--- config.mk ---
export PLATFORM = sky130hd
export DESIGN_NAME = restoring_divider
export DESIGN_NICKNAME = d
export VERILOG_FILES = /design/src/rtl/restoring_divider.sv
export SDC_FILE = /design/constraint.sdc
export NUM_CORES = 1
export LEC_CHECK = 0
export CAP_MARGIN = 40
export CORE_ASPECT_RATIO = 0.8
export CORE_MARGIN = 2
export CORE_UTILIZATION = 55
export DETAILED_ROUTE_END_ITERATION = 12
export PLACE_DENSITY = 0.86
export SLEW_MARGIN = 25
export SYNTH_ARGS = -nofsm -noshare
export SYNTH_HDL_FRONTEND = slang
export SYNTH_SLANG_ARGS = --single-unit
--- constraint.sdc ---
create_clock -name clk -period 3 [get_ports clk]
set_clock_uncertainty 0.05 [all_clocks]
set_input_delay 0.3 -clock clk [delete_from_list [all_inputs] [get_ports clk]]
set_output_delay 0.3 -clock clk [all_outputs]
set_load 0.02 [all_outputs]
--- src/rtl/restoring_divider.sv ---
// Sequential radix-2 restoring divider for the calculator ALU: one iteration per clock,
// fixed 18-cycle latency from acceptance to the one-cycle alu_done pulse.
module restoring_divider #(
    parameter int         WIDTH  = 16,
    parameter logic [4:0] OP_DIV = 5'h04
) (
    input  logic                 clk,
    input  logic                 n_rst,
    input  logic [3:0]           dtype,
    input  logic [4:0]           operator,
    input  logic [WIDTH-1:0]     src1,
    input  logic [WIDTH-1:0]     src2,
    input  logic                 parser_done,
    output logic [2*WIDTH-1:0]   calc_res,
    output logic                 alu_done,
    output logic                 div_zero
);

    typedef enum logic [1:0] {
        IDLE = 2'd0,
        CALC = 2'd1,
        FIX  = 2'd2,
        DONE = 2'd3
    } state_t;

    state_t           state_r;
    logic             signed_r;
    logic             neg1_r;
    logic             neg2_r;
    logic             zero_r;
    logic [WIDTH-1:0] q_r;
    logic [WIDTH-1:0] d_r;
    logic [WIDTH-1:0] src1_r;
    logic [WIDTH:0]   r_r;
    logic [4:0]       cnt_r;

    logic             is_signed_s;
    logic [WIDTH:0]   trial_s;
    logic [WIDTH-1:0] quot_s;
    logic [WIDTH-1:0] rem_s;

    // Two's-complement magnitude; the most negative value maps to itself read as unsigned.
    function automatic logic [WIDTH-1:0] magnitude(input logic [WIDTH-1:0] x, input logic sgn);
        if (sgn && x[WIDTH-1]) begin
            magnitude = -x;
        end else begin
            magnitude = x;
        end
    endfunction

    // Trial subtraction and sign correction of the final quotient/remainder.
    always_comb begin
        is_signed_s = (dtype == 4'h1);
        trial_s     = {r_r[WIDTH-1:0], q_r[WIDTH-1]} - {1'b0, d_r};
        if (signed_r && (neg1_r != neg2_r)) begin
            quot_s = -q_r;
        end else begin
            quot_s = q_r;
        end
        if (signed_r && neg1_r) begin
            rem_s = -r_r[WIDTH-1:0];
        end else begin
            rem_s = r_r[WIDTH-1:0];
        end
    end

    // Control FSM, datapath registers and registered outputs.
    always_ff @(posedge clk) begin
        if (n_rst) begin
            state_r  <= IDLE;
            signed_r <= 1'b0;
            neg1_r   <= 1'b0;
            neg2_r   <= 1'b0;
            zero_r   <= 1'b0;
            q_r      <= '0;
            d_r      <= '0;
            src1_r   <= '0;
            r_r      <= '0;
            cnt_r    <= 5'd0;
            calc_res <= '0;
            div_zero <= 1'b0;
            alu_done <= 1'b0;
        end else begin
            alu_done <= 1'b0;
            case (state_r)
                IDLE: begin
                    if (parser_done && (operator == OP_DIV)) begin
                        signed_r <= is_signed_s;
                        neg1_r   <= is_signed_s & src1[WIDTH-1];
                        neg2_r   <= is_signed_s & src2[WIDTH-1];
                        q_r      <= magnitude(src1, is_signed_s);
                        d_r      <= magnitude(src2, is_signed_s);
                        src1_r   <= src1;
                        r_r      <= '0;
                        cnt_r    <= 5'd0;
                        zero_r   <= (src2 == '0);
                        state_r  <= CALC;
                    end
                end
                CALC: begin
                    // Restore by simply not committing a negative trial result.
                    if (!trial_s[WIDTH]) begin
                        r_r <= trial_s;
                        q_r <= {q_r[WIDTH-2:0], 1'b1};
                    end else begin
                        r_r <= {r_r[WIDTH-1:0], q_r[WIDTH-1]};
                        q_r <= {q_r[WIDTH-2:0], 1'b0};
                    end
                    cnt_r <= cnt_r + 5'd1;
                    if (cnt_r == 5'(WIDTH - 1)) begin
                        state_r <= FIX;
                    end
                end
                FIX: begin
                    if (zero_r) begin
                        calc_res <= {src1_r, {WIDTH{1'b1}}};
                        div_zero <= 1'b1;
                    end else begin
                        calc_res <= {rem_s, quot_s};
                        div_zero <= 1'b0;
                    end
                    alu_done <= 1'b1;
                    state_r  <= DONE;
                end
                DONE: begin
                    state_r <= IDLE;
                end
                default: begin
                    state_r <= IDLE;
                end
            endcase
        end
    end

endmodule

==> metrics.cfg <==
[detailed_routing]
wl_per_cell_microns=15.6
ant_nets=0
drt-total-wl_microns=16700
drc=0
drtIter0Drc=568
vias=6257
via_per_inst=5.85
first_pass_iters=5

[die]
start_util_pct=56.2
chipWidth_microns=125
core-area_sq_um=11500
io_pins=78
rows=35
die_y_microns=101
die_area_sq_um=12600

[global_route]
grt_usage_pct=27.0
grt_pass1_wl_microns=27700
grt_overflow_total=0
grt_pass1_vias=5552
grt_start_max_net_pins=50
grt_antenna_before_repair=0

[logic_synthesis]
yosys_warnings=0
yosysSeqAreaShare_pct=33.9
synth_area_leaders=dfxtp_1 (34%), nand2_1 (7.8%), nor2_1 (5.5%), ha_1 (5.0%), a21oi_1 (4.9%)
syn_inst=841
syn_avg_cell_area_sq_um=7.66
synth_top_cell_area_share_pct=33.9
netlist_area_sq_um=6440
synth.distinct_cells=58
yosys-top-cells-count=nand2_1 (134), dfxtp_1 (109), nor2_1 (95)
synth_edf_count=0
async_flop_share_pct=0
synth_nets=912
synth_top_cell_by_area=dfxtp_1
ys_ff_latch=109
yosysMostFrequentCell=nand2_1
synth_ff_type=dfxtp_1

[place]
detailed_place_hpwl_microns=12400
pre_cts_ws_ns=0.117
dp.cells=1053
gp_congestion=0.914
portBuffers=77

[pwr]
p_per_area_nw_per_um2=491
peakVddDrop_mv=0.321
p_leak_nw=2.81

[worst_setup_path]
cpPeakStageDelay_ns=0.40
rr_worst_depth=11
r2r_end=r_r[4]
path_delay_family=compound AO/OA/AOI/OAI gates
crit_arrival_ns=3.03
crit_chain=inv_1 -> ha_1 -> fa_1 -> nand2b_1 -> a21o_1 -> a31oi_2 -> a32o_2 -> nor4b_4 -> clkdlybuf4s15_2 -> or3_1 -> a32o_1
r2r-start=q_r[15]
ff2ff_setup_slack_ns=0.22
cp-start-kind=flop
setup.worst_path.end_class=flop
critical_path.max_fanout=10
worstPathRequired_ns=3.25
slowest_stage=fa_1
cp_num_buf_inv=2
path_class=flop to flop

[clocking]
root_buffer=clkbuf_16
cts_buffers=9
cts_sinks=109
path_clk_slew_ns=0.08
cts_max_path_buffers=2
h-tree-depth=3
cts_tree=yes
clk_latency_ns=0.36

[hold_path]
hold_start=n_rst
whs_endpoint=d_r[15]
hold_depth=2
worstHoldPathType=primary input to flop

[flow_run]
cap_violations=0

[cells_and_area]
synthToLayoutAreaGrowth_pct=21.7
drive_gt1_share_pct=7.81
final_nets=988
fin_cells=1070
diodes=0

[sta]
worst_slack_ns=0.219
fin_crit_ns=2.78
setup_viol=0
period_share_pct=92.7
maxSlewHeadroom_pct=53.3
tns_ns=0
worst_pin_slew_ns=0.698
max_freq_mhz=360
grt_setup_unrepaired=false
finalHoldViolations=0
slew_violations=0

[run_status]
outcome=finished, final reports clean

==> kinds of logic (layout without fill, tap and decap cells) <==
logic type,count (synthesis),after routing,synth area share [%]
adders and majority gates,27,27,5.36
AOI/OAI and AO/OA,231,231,22.7
xor gates and xnor gates,64,64,8.70
buffers and inverters,83,164,4.93
and+or+nand+nor,308,308,21.5
DFF,109,109,33.9
muxes,19,19,2.95
==> power by group <==
| group | total (mW) | switching [mW] | internal [mW] |
|---|---|---|---|
| clock | 1.23 | 0.627 | 0.601 |
| sequential | 1.58 | 0.0637 | 1.52 |
| combinational | 1.05 | 0.629 | 0.417 |
| total | 3.85 | 1.32 | 2.53 |
==> sequential cells by signal, summed over array words and instances, names as in the netlist <==
signal and cells:
div_zero 1, state_r 2, neg2_r 1, r_r 16, zero_r 1, q_r 16
alu_done 1, neg1_r 1, signed_r 1, d_r 16, cnt_r 5, src1_r 16
calc_res 32
==> area by class of cell <==
type                    instances  area (sq um)
clock buffers                   9           225
fillers                       929          3630
clock inverters                 7          78.8
flip-flops and latches        109          2180
inverters                      33           124
well taps                     148           185
multi-input cells             649          3990
repair buffers                115          1050
==> routing by layer <==
layer  up-vias  global-route usage, %  routed length (microns)
met5         -                      0                        0
met4         0                   6.67                      212
met3        16                   6.26                     1450
met2       277                   41.6                     7150
met1      2865                   38.5                     7890
li1       3099                      -                        -
==> how the worst max path moves through the flow <==
stage | cells after the start | endpoint | startpoint | slack (ns)
3_3_place_gp | 10 | r_r[1] | q_r[15] | 0.20
6_report | 11 | r_r[4] | q_r[15] | 0.22
2_1_floorplan | 11 | r_r[3] | q_r[15] | 0.27
3_5_place_dp | 10 | r_r[1] | q_r[15] | 0.12
4_1_cts | 10 | r_r[2] | q_r[15] | 0.06
5_1_grt | 11 | r_r[3] | q_r[15] | 0.04
==> per-stage QoR <==
| step | hold WS, ns | total power, mW | utilization, % | instance area, sq um |
|---|---|---|---|---|
| 3_3_place_gp | 0.390 | 2.57 | 65.3 | 7490 |
| 2_1_floorplan | 0.381 | 2.24 | - | 6440 |
| 3_5_place_dp | 0.397 | 2.61 | 65.3 | 7500 |
| 6_report | 0.271 | 3.85 | 68.3 | 7840 |
| 5_1_grt | 0.292 | 4.03 | 68.3 | 7840 |
| 4_1_cts | 0.269 | 3.82 | 68.0 | 7800 |
==> worst reg2reg max path, delay by kind of cell (launching register included) <==
family                     cells  cell delay, ns
buffers and inverters          2            0.41
and+or+nand+nor                3            0.57
adders and majority gates      2            0.61
DFF                            1            0.31
AOI/OAI and AO/OA              4            0.78
==> layout by cell type, fill, tap and decap left out, types with 5 or more instances in the layout <==
cell type / instances
nand2_1: 134
dfxtp_1: 109
nor2_1: 95
clkdlybuf4s50_1: 76
a21oi_1: 63
o21ai_0: 50
buf_4: 37
xor2_1: 34
inv_1: 33
xnor2_1: 30
ha_1: 26
o211ai_1: 24
a211oi_1: 23
mux2i_1: 19
o22ai_1: 14
o31ai_1: 13
nand2b_1: 13
nor4_1: 10
clkbuf_16: 9
nand3_1: 8
nor3_1: 7
or3_1: 7
and2_1: 7
o41ai_1: 6
nor2b_1: 5
==> what timing repair did <==
action                     in CTS  in global routing
hold endpoints to repair        0                  0
resized for setup               0                  6
setup buffers                   0                  0
setup endpoints to repair       0                 16
hold buffers                    0                  0
No activity file was read; power rests on OpenSTA's default activity.
